### config.mk
export PLATFORM = sky130hd
export DESIGN_NAME = data_req_win_flat
export DESIGN_NICKNAME = d
export VERILOG_FILES = /design/src/rtl/data_req_win_if.sv /design/src/rtl/data_req_win.sv /design/src/flat_wrapper.sv
export SDC_FILE = /design/constraint.sdc
export NUM_CORES = 1
export LEC_CHECK = 0
export CAP_MARGIN = 20
export CORE_MARGIN = 2
export CORE_UTILIZATION = 50
export CTS_CLUSTER_DIAMETER = 50
export DETAILED_ROUTE_END_ITERATION = 10
export GPL_TIMING_DRIVEN = 0
export PLACE_DENSITY = 0.81
export SLEW_MARGIN = 30
export SYNTH_ARGS = -nofsm -noshare
export SYNTH_HDL_FRONTEND = slang
export SYNTH_SLANG_ARGS = --single-unit
### constraint.sdc
create_clock -name clk -period 4.4 [get_ports clk]
set_input_delay 0.44 -clock clk [delete_from_list [all_inputs] [get_ports clk]]
set_output_delay 0.44 -clock clk [all_outputs]
set_load 0.01 [all_outputs]
### src/rtl/data_req_win_if.sv
// Read-request bus between the window request generator and the data BRAM side.
// The generator drives the request outputs; the controller/BRAM side drives start, abort and stall.
interface data_req_win_if #(
    parameter int ADDR_WIDTH = 32
);
    logic                  i_start;
    logic                  i_abort;
    logic                  i_stall;
    logic [ADDR_WIDTH-1:0] o_addr;
    logic                  o_rden;
    logic                  o_line_end;
    logic                  o_win_end;
    logic                  o_busy;
    logic                  o_done;
    logic                  o_err;

    modport master (
        input  i_start, i_abort, i_stall,
        output o_addr, o_rden, o_line_end, o_win_end, o_busy, o_done, o_err
    );

    modport slave (
        output i_start, i_abort, i_stall,
        input  o_addr, o_rden, o_line_end, o_win_end, o_busy, o_done, o_err
    );
endinterface

### src/rtl/data_req_win.sv
// Walks every KxK window of a WxH feature map (vertical stride S) and issues K lines of W word
// reads per window to the data BRAM, stalling cleanly on back-pressure.
module data_req_win #(
    parameter int ADDR_WIDTH  = 32,
    parameter int REG_WIDTH   = 32,
    parameter int DIM_WIDTH   = 8,
    parameter int KSIZE_WIDTH = 4
) (
    input  logic                  clk,
    input  logic                  rst,
    data_req_win_if.master        bus,
    input  logic [ADDR_WIDTH-1:0] i_conf_baseaddr,
    input  logic [REG_WIDTH-1:0]  i_conf_inputshape,
    input  logic [REG_WIDTH-1:0]  i_conf_kernelshape,
    input  logic [REG_WIDTH-1:0]  i_conf_stride,
    output logic [REG_WIDTH-1:0]  dbg_knline_cnt,
    output logic [REG_WIDTH-1:0]  dbg_addr_reg
);

    // Compare width wide enough that rbase+S+K can never wrap.
    localparam int CW = ((DIM_WIDTH > KSIZE_WIDTH) ? DIM_WIDTH : KSIZE_WIDTH) + 2;

    typedef enum logic [1:0] {IDLE, LOAD, RUN, DONE} state_t;

    state_t                 state;
    logic [ADDR_WIDTH-1:0]  base_r;
    logic [DIM_WIDTH-1:0]   w_r;
    logic [DIM_WIDTH-1:0]   h_r;
    logic [KSIZE_WIDTH-1:0] k_r;
    logic [KSIZE_WIDTH-1:0] s_r;
    logic                   err_r;
    logic [ADDR_WIDTH-1:0]  stride_words;
    logic [ADDR_WIDTH-1:0]  win_addr;
    logic [ADDR_WIDTH-1:0]  line_addr;
    logic [ADDR_WIDTH-1:0]  addr;
    logic [DIM_WIDTH-1:0]   wcnt;
    logic [KSIZE_WIDTH-1:0] kcnt;
    logic [DIM_WIDTH-1:0]   rbase;

    logic                   rd_fire;
    logic                   w_last;
    logic                   k_last;
    logic                   last_win;
    logic                   bad_cfg;
    logic [ADDR_WIDTH-1:0]  w_ext;
    logic [ADDR_WIDTH-1:0]  next_win;
    logic                   unused_cfg;

    assign unused_cfg = ^{i_conf_inputshape[REG_WIDTH-1:2*DIM_WIDTH],
                          i_conf_kernelshape[REG_WIDTH-1:KSIZE_WIDTH],
                          i_conf_stride[REG_WIDTH-1:KSIZE_WIDTH]};

    assign rd_fire  = (state == RUN) && !rst && !bus.i_stall && !bus.i_abort;
    assign w_last   = (wcnt == w_r - DIM_WIDTH'(1));
    assign k_last   = (kcnt == k_r - KSIZE_WIDTH'(1));
    assign last_win = (CW'(rbase) + CW'(s_r) + CW'(k_r)) > CW'(h_r);
    assign bad_cfg  = (w_r == '0) || (k_r == '0) || (s_r == '0) || (CW'(k_r) > CW'(h_r));
    assign w_ext    = ADDR_WIDTH'(w_r);
    assign next_win = win_addr + stride_words;

    // Single FSM: latch config on start, prime address registers in LOAD, then step one read
    // per unstalled RUN cycle; abort drops straight back to IDLE without a done pulse.
    always_ff @(posedge clk) begin
        if (rst) begin
            state        <= IDLE;
            base_r       <= '0;
            w_r          <= '0;
            h_r          <= '0;
            k_r          <= '0;
            s_r          <= '0;
            err_r        <= 1'b0;
            stride_words <= '0;
            win_addr     <= '0;
            line_addr    <= '0;
            addr         <= '0;
            wcnt         <= '0;
            kcnt         <= '0;
            rbase        <= '0;
        end else begin
            case (state)
                IDLE: begin
                    if (bus.i_start) begin
                        base_r <= i_conf_baseaddr;
                        w_r    <= i_conf_inputshape[DIM_WIDTH-1:0];
                        h_r    <= i_conf_inputshape[2*DIM_WIDTH-1:DIM_WIDTH];
                        k_r    <= i_conf_kernelshape[KSIZE_WIDTH-1:0];
                        s_r    <= i_conf_stride[KSIZE_WIDTH-1:0];
                        err_r  <= 1'b0;
                        state  <= LOAD;
                    end
                end
                LOAD: begin
                    if (bus.i_abort) begin
                        state <= IDLE;
                    end else begin
                        stride_words <= ADDR_WIDTH'(s_r) * ADDR_WIDTH'(w_r);
                        win_addr     <= base_r;
                        line_addr    <= base_r;
                        addr         <= base_r;
                        wcnt         <= '0;
                        kcnt         <= '0;
                        rbase        <= '0;
                        if (bad_cfg) begin
                            err_r <= 1'b1;
                            state <= DONE;
                        end else begin
                            state <= RUN;
                        end
                    end
                end
                RUN: begin
                    if (bus.i_abort) begin
                        state <= IDLE;
                    end else if (rd_fire) begin
                        if (!w_last) begin
                            addr <= addr + ADDR_WIDTH'(1);
                            wcnt <= wcnt + DIM_WIDTH'(1);
                        end else if (!k_last) begin
                            line_addr <= line_addr + w_ext;
                            addr      <= line_addr + w_ext;
                            wcnt      <= '0;
                            kcnt      <= kcnt + KSIZE_WIDTH'(1);
                        end else begin
                            wcnt      <= '0;
                            kcnt      <= '0;
                            rbase     <= rbase + DIM_WIDTH'(s_r);
                            win_addr  <= next_win;
                            line_addr <= next_win;
                            addr      <= next_win;
                            if (last_win) begin
                                state <= DONE;
                            end
                        end
                    end
                end
                DONE: begin
                    state <= IDLE;
                end
                default: begin
                    state <= IDLE;
                end
            endcase
        end
    end

    // Outputs are gated by rst so everything reads zero while reset is held.
    assign bus.o_rden     = rd_fire;
    assign bus.o_addr     = rst ? '0 : addr;
    assign bus.o_line_end = rd_fire && w_last;
    assign bus.o_win_end  = rd_fire && w_last && k_last;
    assign bus.o_busy     = !rst && ((state == LOAD) || (state == RUN));
    assign bus.o_done     = !rst && (state == DONE);
    assign bus.o_err      = !rst && (state == DONE) && err_r;
    assign dbg_knline_cnt = rst ? '0 : REG_WIDTH'(kcnt);
    assign dbg_addr_reg   = rst ? '0 : REG_WIDTH'(addr);

endmodule

### src/flat_wrapper.sv
// flat-port wrapper written by rule: the top's interface ports become plain ports
module data_req_win_flat 
#(
    parameter int ADDR_WIDTH  = 32,
    parameter int REG_WIDTH   = 32,
    parameter int DIM_WIDTH   = 8,
    parameter int KSIZE_WIDTH = 4
)
  (clk, rst, i_conf_baseaddr, i_conf_inputshape, i_conf_kernelshape, i_conf_stride, dbg_knline_cnt, dbg_addr_reg, bus_i_start, bus_i_abort, bus_i_stall, bus_o_addr, bus_o_rden, bus_o_line_end, bus_o_win_end, bus_o_busy, bus_o_done, bus_o_err);
  data_req_win_if #(.ADDR_WIDTH(ADDR_WIDTH)) bus_i ();
  input  logic clk;
  input  logic rst;
  input  logic [ADDR_WIDTH-1:0] i_conf_baseaddr;
  input  logic [REG_WIDTH-1:0] i_conf_inputshape;
  input  logic [REG_WIDTH-1:0] i_conf_kernelshape;
  input  logic [REG_WIDTH-1:0] i_conf_stride;
  output logic [REG_WIDTH-1:0] dbg_knline_cnt;
  output logic [REG_WIDTH-1:0] dbg_addr_reg;
  input wire logic [$bits(bus_i.i_start)-1:0] bus_i_start;
  input wire logic [$bits(bus_i.i_abort)-1:0] bus_i_abort;
  input wire logic [$bits(bus_i.i_stall)-1:0] bus_i_stall;
  output wire logic [$bits(bus_i.o_addr)-1:0] bus_o_addr;
  output wire logic [$bits(bus_i.o_rden)-1:0] bus_o_rden;
  output wire logic [$bits(bus_i.o_line_end)-1:0] bus_o_line_end;
  output wire logic [$bits(bus_i.o_win_end)-1:0] bus_o_win_end;
  output wire logic [$bits(bus_i.o_busy)-1:0] bus_o_busy;
  output wire logic [$bits(bus_i.o_done)-1:0] bus_o_done;
  output wire logic [$bits(bus_i.o_err)-1:0] bus_o_err;
  assign bus_i.i_start = bus_i_start;
  assign bus_i.i_abort = bus_i_abort;
  assign bus_i.i_stall = bus_i_stall;
  assign bus_o_addr = bus_i.o_addr;
  assign bus_o_rden = bus_i.o_rden;
  assign bus_o_line_end = bus_i.o_line_end;
  assign bus_o_win_end = bus_i.o_win_end;
  assign bus_o_busy = bus_i.o_busy;
  assign bus_o_done = bus_i.o_done;
  assign bus_o_err = bus_i.o_err;
  data_req_win #(.ADDR_WIDTH(ADDR_WIDTH), .REG_WIDTH(REG_WIDTH), .DIM_WIDTH(DIM_WIDTH), .KSIZE_WIDTH(KSIZE_WIDTH)) u_core (.clk(clk), .rst(rst), .bus(bus_i), .i_conf_baseaddr(i_conf_baseaddr), .i_conf_inputshape(i_conf_inputshape), .i_conf_kernelshape(i_conf_kernelshape), .i_conf_stride(i_conf_stride), .dbg_knline_cnt(dbg_knline_cnt), .dbg_addr_reg(dbg_addr_reg));
endmodule
### After elaboration in Yosys (flattened, before gate mapping)

Cells that the tools add are included.

| storage, ports and cells | value |
|---|---|
| input port bits | 133 |
| word-level logic and storage cells | 118 |
| bits in registers | 187 |
| output and inout bits | 102 |

| operators by class | value |
|---|---|
| $add $sub $neg | 10 |
| reduce and logical (&&, ||, !) cells | 28 |
| equality and inequality tests | 16 |
| magnitude comparators | 2 |
| bitwise operators | 1 |
| multiplexer cells | 46 |
| multipliers | 1 |

Operator list:

| cell | count |
|---|---|
| 2-to-1 mux 32 bit | 13 |
| case mux 32 bit (2 select lines) | 3 |
| 2-to-1 mux 8 bit | 8 |
| adder 32 x 1 -> 32 bit, second input constant | 1 |
| adder 32 x 12 -> 32 bit | 1 |
| adder 32 x 8 -> 32 bit | 1 |
| case mux 8 bit (2 select lines) | 2 |
| 2-to-1 mux 4 bit | 6 |
| 2-to-1 mux 2 bit | 7 |
| multiplier 4 x 8 -> 12 bit | 1 |
| != test 3 x 2 -> 1 bit, second input constant | 4 |
| adder 10 x 4 -> 10 bit | 1 |
| > comparator 10 x 8 -> 1 bit | 1 |
| AND reduction 5 bit | 2 |
| adder 8 x 4 -> 9 bit | 1 |
| adder 8 x 1 -> 8 bit, second input constant | 1 |
| adder 8 x 4 -> 8 bit | 1 |
| == test 8 bit | 1 |
| > comparator 4 x 8 -> 1 bit | 1 |
| logical AND 1 bit | 8 |
| logical NOT 4 bit | 2 |
| logical NOT 8 bit | 1 |
| != test 2 x 1 -> 1 bit, second input constant | 4 |
| case mux 2 bit (4 select lines) | 1 |
| 18 further kinds | 32 |

### Depth between registers and ports, before layout

Gate-level depths: netlist of run 1.

| depth | value |
|---|---|
| word-level depth | 9 |
| gate-level depth with buffers | 16 |
| depth with buffers taken out | 16 |

### Worst setup path before layout of run 1

No wires, ideal clock.

| timing | value |
|---|---|
| path kind | register to register |
| start | reg u_core.rbase[0] |
| end | reg u_core.state[1] |
| setup time | 0.117 ns |
| setup slack | 0.912 ns |
| data arrival time | 3.370 ns |
| clock period less this slack | 3.488 ns |
| buffers on the path | 0 |
| cell stages (with the launch flop) | 17 |
| data required time | 4.283 ns |
| path through | dfxtp_1 > ha_1 > fa_1 > ha_1 > a21o_1 > a21oi_1 > nor2b_1 > o21ai_0 > nor3_1 > xor2_1 > ha_1 > nand4_1 > o22ai_1 > a21oi_1 > a311o_1 > o22a_1 > a32o_1 |

| between the ends | value |
|---|---|
| longest elaborated chain between the ends | 5 |

RTL lines:

| element | line | text |
|---|---|---|
| from (decl) | data_req_win.sv:38 | `logic [DIM_WIDTH-1:0] rbase;` |
| from (signal assigned) | data_req_win.sv:126 | `rbase <= rbase + DIM_WIDTH'(s_r);` |
| adder 8 x 4 -> 9 bit | data_req_win.sv:56 | `assign last_win = (CW'(rbase) + CW'(s_r) + CW'(k_r)) > CW'(h_r);` |
| adder 10 x 4 -> 10 bit | data_req_win.sv:56 |  |
| > comparator 10 x 8 -> 1 bit | data_req_win.sv:56 |  |
| != test 3 x 2 -> 1 bit (no line) | - |  |
| AND reduction 5 bit (no line) | - |  |
| to (signal assigned) | data_req_win.sv:65 | `state <= IDLE;` |
| to (signal assigned) | data_req_win.sv:89 | `state <= LOAD;` |
| to (signal assigned) | data_req_win.sv:94 | `state <= IDLE;` |
| to (decl) | data_req_win.sv:25 | `state_t state;` |

No other way between the ends.
A chain may end at the register's enable or synchronous reset.

### Worst setup path in the final report of run 1

| timing | value |
|---|---|
| start | reg u_core.state[0] |
| end | out bus_o_win_end |

| between the ends | value |
|---|---|
| longest elaborated chain between the ends | 6 |

RTL lines:

| element | line | text |
|---|---|---|
| == test 2 bit | data_req_win.sv:53 | `assign rd_fire = (state == RUN) && !rst && !bus.i_stall && !bus.i_abort;` |
| logical AND 1 bit (3 in a row) | data_req_win.sv:53 |  |
| logical AND 1 bit (2 in a row) | data_req_win.sv:150 | `assign bus.o_win_end = rd_fire && w_last && k_last;` |
| to (decl) | flat_wrapper.sv:25 | `output wire logic [$bits(bus_i.o_win_end)-1:0] bus_o_win_end;` |

No other way between the ends.

==> qor.txt, run 1 <==
Status - finished, final reports clean
Clk pin slew, worst setup/hold paths - 0.09 ns
1st-iter DRT viols - 1,238
Overflow after GRT - 0
Routed via count - 13.5k
Primary FF master, synth - dfxtp_1
Layout Nets - 2,087
Die area - 27,000 sq um
Clock Path Buffers - 2
Delay-heaviest family, CP - simple AND/OR/NAND/NOR gates
Count of flip-flops with a built-in enable after synthesis - 0
Die H - 164 um
Slowest cell on the critical path - clkdlybuf4s50_1
Routability cong. - 0.999
Worst r2r dst - u_core.state[0]
Diode count - 0
Detailed Routing Iterations Pass 1 - 5
H-tree depth - 4
Min-Delay Endpoint - u_core.rbase[3]
Hold crit path type - reg -> reg
Fmax - 233 MHz
WL/cell - 21.6 um
Most frequent cells in the layout - nand2_1, dfxtp_1, a21oi_1
Final WL - 47,900 um
Synth top area share - 0.291
Fillers - 2,281
Std-Cell Rows - 58
VDD IR-drop max - 0.000227 V
Required @ worst endpoint - 3.96 ns
Number of global-route vias before repair - 13.1k
Power Density - 303 nW/um^2
RSZ-0062 raised after global routing - false
Layout cells sized above 1 - 0.0758
Setup TNS - 0 ns
CTS buffer count - 17
Initial antenna violation count - 0
Relative max-transition margin - 0.265
Worst-margin pin slew - 1.10 ns
Final Cycle Share - 0.975
Multi-input logic area - 8160 sq um
HPWL Detailed - 36,500 um
Yosys warns - 0
Synth top area cells - dfxtp_1, nand2_1, a21oi_1, ha_1, xor2_1
Worst setup EP type - output port
Largest net degree at the start of global routing - 22
Setup CP Type - reg -> out
Hold wc startpoint - u_core.rbase[3]
WP buf/inv - 3
Worst Reg-to-Reg Cells - 16
Arrival @ worst endpoint - 3.85 ns
R2R Path Start - u_core.rbase[0]
P&R area growth vs syn - 19.3%
Min Tclk post-route - 4.29 ns
Hold Crit Depth - 2
Boundary pin count - 235
Crit-path max cell delay - 0.60 ns
CTS tree - built
Yosys reg bits - 187
First-pass GRT wire length - 72,900 um
Gate Count Post-Synth - 1,694
# DRC - 0
Netlist cell types - 81
GRT Total Usage - 0.358
Max-cap violation count - 0
Crit-path max FO - 8
Endpoints failing setup - 0
CTS root buffer - clkbuf_16
ANT nets after route - 0
Mean Syn Cell Area - 7.59 sq um
Core area - 25,200 sq um
Buffers added on ports - 134
Yosys top cell by area - dfxtp_1
Cell repeated most along the worst path - inv_1
Final Hold Viols - 0
Slew Viols, Final - 0
Later-pin clock latency in the skew report - 0.46 ns
Leakage - 6.09 nW
Final Core Density - 0.609
Die Span X - 164 um
Final setup skew - 0.0147 ns
Async SR Flop Fraction - 0
Starting density of the core - 0.511
Sequential area share after synthesis - 0.291
R2r setup slk - 0.46 ns
CP Launch Type - flop
Commonest non-fill, non-tap cell in the layout - nand2_1
Cell Area, Synth - 12,900 sq um
Clk sinks - 187
Via density - 6.10
FF/Latch Area - 3740 sq um
CP Cell Sequence - inv_1, ha_1, nor3b_1, a21oi_1, nor2_2, nand2_1, inv_1, nand2_2, nor2_1, clkdlybuf4s50_1
final cells by class:
class                   instances  area share
repair buffers                134      0.0874
well taps                     330      0.0269
clock inverters                15      0.0132
clock buffers                  17      0.0277
plain buffers                 161      0.0564
multi-input cells            1321       0.532
flip-flops and latches        187       0.244
inverters                      51      0.0125
worst max-delay path by stage:
stage / startpoint / to / depth (start not counted)
2_1_floorplan: u_core.rbase[0] / u_core.state[1] / 16
3_3_place_gp: u_core.state[0] / bus_o_win_end / 11
3_5_place_dp: u_core.state[0] / bus_o_win_end / 11
4_1_cts: u_core.state[0] / bus_o_win_end / 11
5_1_grt: u_core.state[0] / bus_o_win_end / 10
6_report: u_core.state[0] / bus_o_win_end / 10
synth_stat cells, types with 7 or more instances:
library cell  count
a21oi_1         163
nor3_1           44
o211ai_1         22
a311oi_1          7
nand2b_1         10
inv_1            49
and3_1           20
buf_1            14
ha_1             65
a211oi_1         27
clkbuf_1         63
buf_2            22
nor4_1           18
and2_1           24
nand3_1          65
nor2b_1          56
xnor2_1          50
mux2i_1          14
xor2_1           57
buf_4            62
nand2_1         270
a21o_1           15
nor2_1          127
fa_1             16
dfxtp_1         187
nand4_1          23
a31oi_1          18
o31ai_1           7
o21ai_0          64
o21a_1           12
layer usage:
metal	GRT usage	routed length (um)	vias up
met5	0	0	-
met4	0.219	3020	0
met3	0.0641	4510	178
met2	0.592	22000	744
met1	0.432	18400	6416
li1	-	-	6178
tightest hold or removal path: stages, from the launching register on:
cell and delay, ns:
dfxtp_1 0.32, nand2_1 0.05, a21oi_1 0.05
sequential cells by signal (all words and copies together) (netlist names):
name and count:
u_core.w_r 8, u_core.h_r 8, u_core.wcnt 8, u_core.base_r 32, u_core.stride_words 12, u_core.kcnt 4, u_core.s_r 4, u_core.line_addr 32
u_core.rbase 8, u_core.err_r 1, u_core.addr 32, u_core.state 2, u_core.win_addr 32, u_core.k_r 4
where the power goes:
part	internal, mW	switching (mW)	total, mW
combinational	0.409	0.663	1.07
sequential	1.81	0.133	1.94
clock	0.779	0.859	1.64
total	3.00	1.65	4.65
kinds of logic after synthesis:
logic type | synth area share
compound gates | 0.197
flops | 0.291
xor+xnor | 0.0765
fa+ha+maj | 0.0882
simple gates | 0.252
mux | 0.0118
other cells | 0.000292
buf+inv | 0.0825
through the flow:
stage	instances	power [mW]	hold WS [ns]	setup WS, ns	instance area (sq um)
finish	2216	4.65	0.460	0.112	15300
global route	2216	4.79	0.478	0.0921	15300
CTS	2217	4.60	0.464	0.126	15300
detailed placement	2185	3.02	0.453	0.383	14700
global placement	2185	2.99	0.444	0.391	14700
floorplan	1721	2.61	0.432	0.912	13000
repair_timing:
action / 4_1_cts / 5_1_grt
buffers inserted: 0 / 0
endpoints found under the hold margin: 0 / 0
setup endpoints to repair: 1 / 1
gates resized for setup: 1 / 0
hold buffers: 0 / 0
No activity file was read; power rests on OpenSTA's default activity.
==> run 2, diff against run 1 <==
--- a/config.mk
+++ b/config.mk
@@ -6,12 +6,14 @@
 export NUM_CORES = 1
 export LEC_CHECK = 0
 export CAP_MARGIN = 20
+export CELL_PAD_IN_SITES_DETAIL_PLACEMENT = 0
+export CELL_PAD_IN_SITES_GLOBAL_PLACEMENT = 1
 export CORE_MARGIN = 2
-export CORE_UTILIZATION = 50
+export CORE_UTILIZATION = 39
 export CTS_CLUSTER_DIAMETER = 50
 export DETAILED_ROUTE_END_ITERATION = 10
 export GPL_TIMING_DRIVEN = 0
-export PLACE_DENSITY = 0.81
+export PLACE_DENSITY = 0.85
 export SLEW_MARGIN = 30
 export SYNTH_ARGS = -nofsm -noshare
 export SYNTH_HDL_FRONTEND = slang
==> run 2 against run 1 <==
- the flow now finishes with violations (setup timing)
- first-iteration DRC count shrank 4.7%
- largest power group unchanged
- sequential share of layout area fell by 0.20 points
- setup slack got worse by 0.11 ns
==> qor.txt, run 2 (synthesis gave the netlist of run 1 again) <==
Die Span X - 186 um
Crit-path max FO - 10
DP Worst Slack - 0.133 ns
First-pass GRT wire length - 73,700 um
Post-CTS sizing - 0
Arrival @ worst endpoint - 3.96 ns
Leakage - 6.09 nW
Final worst slack - -0.00108 ns
FF/Latch Area - 3740 sq um
Clock Path Buffers - 2
Buffers added on ports - 134
Worst setup EP type - output port
Routed via count - 13.3k
Std-Cell Rows - 66
Power Density - 303 nW/um^2
Non-filler cells, final - 2,329
CP Cell Sequence - clkdlybuf4s50_1, clkbuf_1, clkbuf_1, clkbuf_1, nor2_1, buf_4, clkdlybuf4s50_1
CTS buffer count - 17
Layout Nets - 2,088
Diode count - 0
CTS root buffer - clkbuf_16
Worst Reg-to-Reg Cells - 14
Layout Cell Area excl Fill - 15,500 sq um
Post-DP Area - 14,900 sq um
Hold crit path type - reg -> reg
Cell repeated most along the worst path - clkbuf_1
P&R area growth vs syn - 20.3%
Max-cap violation count - 0
Total Power - 4.69 mW
Slowest cell on the critical path - clkbuf_1
HPWL Detailed - 37,500 um
Final Cycle Share - 1.00
Later-pin clock latency in the skew report - 0.46 ns
Commonest non-fill, non-tap cell in the layout - nand2_1
Via density - 5.69
1st-iter DRT viols - 1,180
Fillers - 3,368
Status - finished, violations left
Endpoints failing setup - 1
Layout cells sized above 1 - 0.0758
Required @ worst endpoint - 3.96 ns
CTS Hold Bufs - 0
Clk sinks - 187
Final setup skew - 0.0140 ns
Failing checks - setup timing
Overflow after GRT - 0
Starting density of the core - 0.395
Core area - 32,500 sq um
Worst-margin pin slew - 1.09 ns
H-tree depth - 4
Post-CTS setup buffers - 0
Routability cong. - 0.999
ANT nets after route - 0
GRT Total Usage - 0.286
Final Hold Viols - 0
Min Tclk post-route - 4.40 ns
RSZ-0062 raised after global routing - false
Relative max-transition margin - 0.274
Slew Viols, Final - 0
Most frequent cells in the layout - nand2_1, dfxtp_1, a21oi_1
CP Launch Type - primary input
CTS tree - built
Crit-path max cell delay - 0.86 ns
Setup CP Type - in -> out
# DRC - 0
Hold Crit Depth - 2
Multi-input logic area - 8160 sq um
Detailed Routing Iterations Pass 1 - 5
Clk pin slew, worst setup/hold paths - 0.08 ns
Largest net degree at the start of global routing - 20
Final WL - 49,200 um
Die area - 34,400 sq um
Number of global-route vias before repair - 12.5k
VDD IR-drop max - 0.000296 V
Die H - 186 um
Fmax - 227 MHz
Initial antenna violation count - 0
WL/cell - 21.1 um
Boundary pin count - 235
# placed instances - 2,297
## run 2: cell count changes in the layout (fill, tap and decap cells not counted), sizes merged
cell | before | now
clkinv | 12 | 6
bufinv | 0 | 1
clkbuf | 80 | 82
inv | 53 | 57
## run 2: critical path, delay by kind of cell
kind	cells	cell delay, ns
buffers and inverters	6	3.32
and+or+nand+nor	1	0.18
## run 2: final cells by class
class | count | share of cell area
sequential | 187 | 0.242
multi-input combinational | 1321 | 0.527
buffer | 162 | 0.0562
clock buffer | 18 | 0.0284
tap | 442 | 0.0358
timing repair buffer | 134 | 0.0867
inverter | 51 | 0.0124
clock inverter | 14 | 0.0112
## run 2: final timing paths
kind | startpoint | to | slack, ns
worst max register to register | u_core.s_r[3] | u_core.stride_words[10] | 0.41
worst min register to register | u_core.base_r[15] | u_core.base_r[15] | 0.46
worst max-delay path | rst | dbg_addr_reg[4] | -0.001
worst min-delay path | u_core.base_r[15] | u_core.base_r[15] | 0.46
## run 2: report_power, final
group          internal (mW)  switching [mW]
Clock                  0.834           0.838
Sequential              1.81           0.134
Combinational          0.407           0.665
## run 2: through the flow
step / utilization / setup TNS [ns] / hold slack [ns]
after floorplan: - / 0 / 0.432
after global placement: 0.456 / 0 / 0.443
after detailed placement: 0.456 / 0 / 0.448
after CTS: 0.475 / 0 / 0.459
after global routing: 0.475 / 0 / 0.479
final: 0.475 / -0.00108 / 0.458
## run 2: routing by layer
metal	GRT usage	up-vias	wire (um)
li1	-	6187	-
met5	0	-	0
met2	0.467	602	22300
met3	0.0342	135	3530
met1	0.368	6336	20600
met4	0.158	0	2860
==> run 3, diff against run 2 <==
--- a/config.mk
+++ b/config.mk
@@ -5,15 +5,16 @@
 export SDC_FILE = /design/constraint.sdc
 export NUM_CORES = 1
 export LEC_CHECK = 0
+export ABC_AREA = 1
 export CAP_MARGIN = 20
 export CELL_PAD_IN_SITES_DETAIL_PLACEMENT = 0
 export CELL_PAD_IN_SITES_GLOBAL_PLACEMENT = 1
 export CORE_MARGIN = 2
-export CORE_UTILIZATION = 39
+export CORE_UTILIZATION = 38
 export CTS_CLUSTER_DIAMETER = 50
 export DETAILED_ROUTE_END_ITERATION = 10
 export GPL_TIMING_DRIVEN = 0
-export PLACE_DENSITY = 0.85
+export PLACE_DENSITY = 0.86
 export SLEW_MARGIN = 30
 export SYNTH_ARGS = -nofsm -noshare
 export SYNTH_HDL_FRONTEND = slang
==> run 3 against run 2 <==
- the flow now finishes without violations
- clock skew is 0.0039 ns higher
- setup slack better by 0.47 ns
- sequential share of layout area is 2.4 points lower
- largest power group unchanged
==> qor.txt, run 3 <==
R2R Path Start - u_core.s_r[0]
WL/cell - 18.8 um
Die Span X - 199 um
Sequential share of power - 0.396
Status - finished, final reports clean
Max-cap violation count - 0
RSZ-0062 raised after global routing - false
Routed via count - 16.0k
CTS Hold Bufs - 0
CTS root buffer - clkbuf_16
Worst Reg-to-Reg Cells - 22
Primary FF master, synth - dfxtp_1
# DRC - 0
Power Density - 298 nW/um^2
ANT nets after route - 0
Starting density of the core - 0.386
Initial antenna violation count - 0
Core area - 37,600 sq um
Endpoints failing setup - 0
Leakage - 8.09 nW
Crit-path max FO - 10
CP Launch Type - flop
Slew Viols, Final - 0
Die H - 199 um
Relative max-transition margin - 0.319
CTS buffer count - 17
First-pass GRT wire length - 86,300 um
Layout Nets - 2,756
Worst-margin pin slew - 1.02 ns
Number of global-route vias before repair - 14.8k
Yosys warns - 0
Final setup skew - 0.0180 ns
Gate Count Post-Synth - 2,362
Sequential area share after synthesis - 0.258
Arrival @ worst endpoint - 3.49 ns
Setup CP Type - reg -> out
Die area - 39,700 sq um
Worst hold slack - 0.458 ns
Crit-path max cell delay - 0.60 ns
Overflow after GRT - 0
Worst r2r dst - u_core.state[1]
Buffers added on ports - 134
Fmax - 255 MHz
Layout cells sized above 1 - 0.0654
Cell repeated most along the worst path - nand2_1
Clock Path Buffers - 2
Mean Syn Cell Area - 6.13 sq um
VDD IR-drop max - 0.000301 V
Final Hold Viols - 0
Worst Setup EP - bus_o_win_end
Yosys reg bits - 187
Post-CTS setup buffers - 0
Sw Ratio - 0.371
Commonest cells in the netlist - nand2_1, nor2_1, inv_1, nand3_1, dfxtp_1
Hold Crit Depth - 2
Internal power - 3.22 mW
Via density - 5.21
1st-iter DRT viols - 1,484
Yosys top cell by area - dfxtp_1
CP Cell Sequence - inv_1, ha_1, nand2_2, nor2_4, nand2_1, nand2_1, nand2_1, nand2_1, nor2_1, nand2_1, buf_2, buf_2, nor3_1, clkdlybuf4s50_1
Commonest non-fill, non-tap cell in the layout - nand2_1
HPWL Detailed - 47,000 um
Largest net degree at the start of global routing - 19
Detailed Routing Iterations Pass 1 - 5
Boundary pin count - 235
Std-Cell Rows - 71
Cell Area, Synth - 14,500 sq um
Setup TNS - 0 ns
P&R area growth vs syn - 18.5%
Top-count cell post-synth - nand2_1
R2r setup slk - 0.75 ns
GRT Total Usage - 0.291
Psw - 1.90 mW
Worst setup EP type - output port
Synth top area share - 0.258
Synth top area cells - dfxtp_1, nand2_1, nor2_1, inv_1, nand3_1
Routability cong. - 1.03
H-tree depth - 4
Count of flip-flops with a built-in enable after synthesis - 0
Async SR Flop Fraction - 0
Slowest cell on the critical path - clkdlybuf4s50_1
Most frequent cells in the layout - nand2_1, nor2_1, inv_1
Gate power share - 0.286
Hold crit path type - reg -> reg
Clk sinks - 187
CP Launch Point - u_core.w_r[1]
Later-pin clock latency in the skew report - 0.47 ns
Netlist cell types - 42
Final WL - 57,600 um
Diode count - 0
Post-CTS sizing - 0
CTS tree - built
Final Cycle Share - 0.893
Required @ worst endpoint - 3.96 ns
Clock power share - 0.319
Min Tclk post-route - 3.93 ns
Clk pin slew, worst setup/hold paths - 0.08 ns
## run 3: cell types whose count changed in the layout (fill, tap and decap cells not counted), sizes merged, moves of 19 or more
cell | previous run | this run
nand2 | 272 | 564
inv | 57 | 299
nor2 | 128 | 333
nand3 | 67 | 209
o21ai | 64 | 198
nor2b | 56 | 0
xnor2 | 50 | 16
a211oi | 28 | 0
and2 | 24 | 4
a31oi | 19 | 0
## run 3: critical path: cells and delay by family (launching register included)
kind                       cells  cell delay (ns)
DFF                            1             0.59
and+or+nand+nor                9             0.85
adders and majority gates      1             0.27
buffers and inverters          4             1.33
## run 3: kinds of logic (layout without fill, tap and decap cells)
family / count (synthesis) / count (layout) / synth area share
AOI/OAI and AO/OA: 380 / 380 / 0.137
xor gates and xnor gates: 59 / 59 / 0.0357
adders and majority gates: 81 / 81 / 0.0782
buffers and inverters: 445 / 611 / 0.138
DFF: 187 / 187 / 0.258
other: 1 / 28 / 0.000259
and+or+nand+nor: 1209 / 1209 / 0.353
## run 3: area by class of cell
| type | instances | area, sq um |
|---|---|---|
| Fill cell | 4048 | 20400 |
| Tap cell | 511 | 639 |
| Multi-Input combinational cell | 1757 | 8850 |
| Clock buffer | 19 | 453 |
| Sequential cell | 187 | 3740 |
| Inverter | 291 | 1100 |
| Clock inverter | 13 | 146 |
| Timing Repair Buffer | 134 | 1340 |
| Buffer | 154 | 901 |
## run 3: worst min path at each step
stage                            startpoint           endpoint  slack, ns
final                     u_core.base_r[28]  u_core.base_r[28]       0.46
after global routing      u_core.base_r[17]  u_core.base_r[17]       0.49
after CTS                 u_core.base_r[28]  u_core.base_r[28]       0.46
after detailed placement  u_core.base_r[28]  u_core.base_r[28]       0.45
after global placement    u_core.base_r[18]  u_core.base_r[18]       0.44
after floorplan           u_core.base_r[16]  u_core.base_r[16]       0.43
## run 3: per-stage QoR
stage / area [sq um] / setup slack (ns) / instances / total power, mW / util
after CTS: 17200 / 0.521 / 3066 / 5.11 / 0.457
after global routing: 17200 / 0.297 / 3066 / 5.38 / 0.457
after global placement: 16600 / 0.649 / 3034 / 3.47 / 0.441
after floorplan: 14600 / 1.27 / 2389 / 2.93 / -
after detailed placement: 16600 / 0.637 / 3034 / 3.49 / 0.441
final: 17200 / 0.472 / 3066 / 5.12 / 0.457
## run 3: layer usage
metal | up-vias | part of all wire | GRT usage
met3 | 101 | 0.073 | 0.0510
met2 | 634 | 0.44 | 0.457
met4 | 0 | 0.035 | 0.103
met5 | - | 0 | 0
li1 | 7839 | - | -
met1 | 7401 | 0.46 | 0.399
## run 3: power by group through the flow
stage | combinational, mW | clock (mW) | sequential (mW)
6_report | 1.46 | 1.63 | 2.03
5_1_grt | 1.62 | 1.73 | 2.04
4_1_cts | 1.45 | 1.65 | 2.02
3_5_place_dp | 1.44 | 0 | 2.06
3_3_place_gp | 1.42 | 0 | 2.05
2_1_floorplan | 0.946 | 0 | 1.99
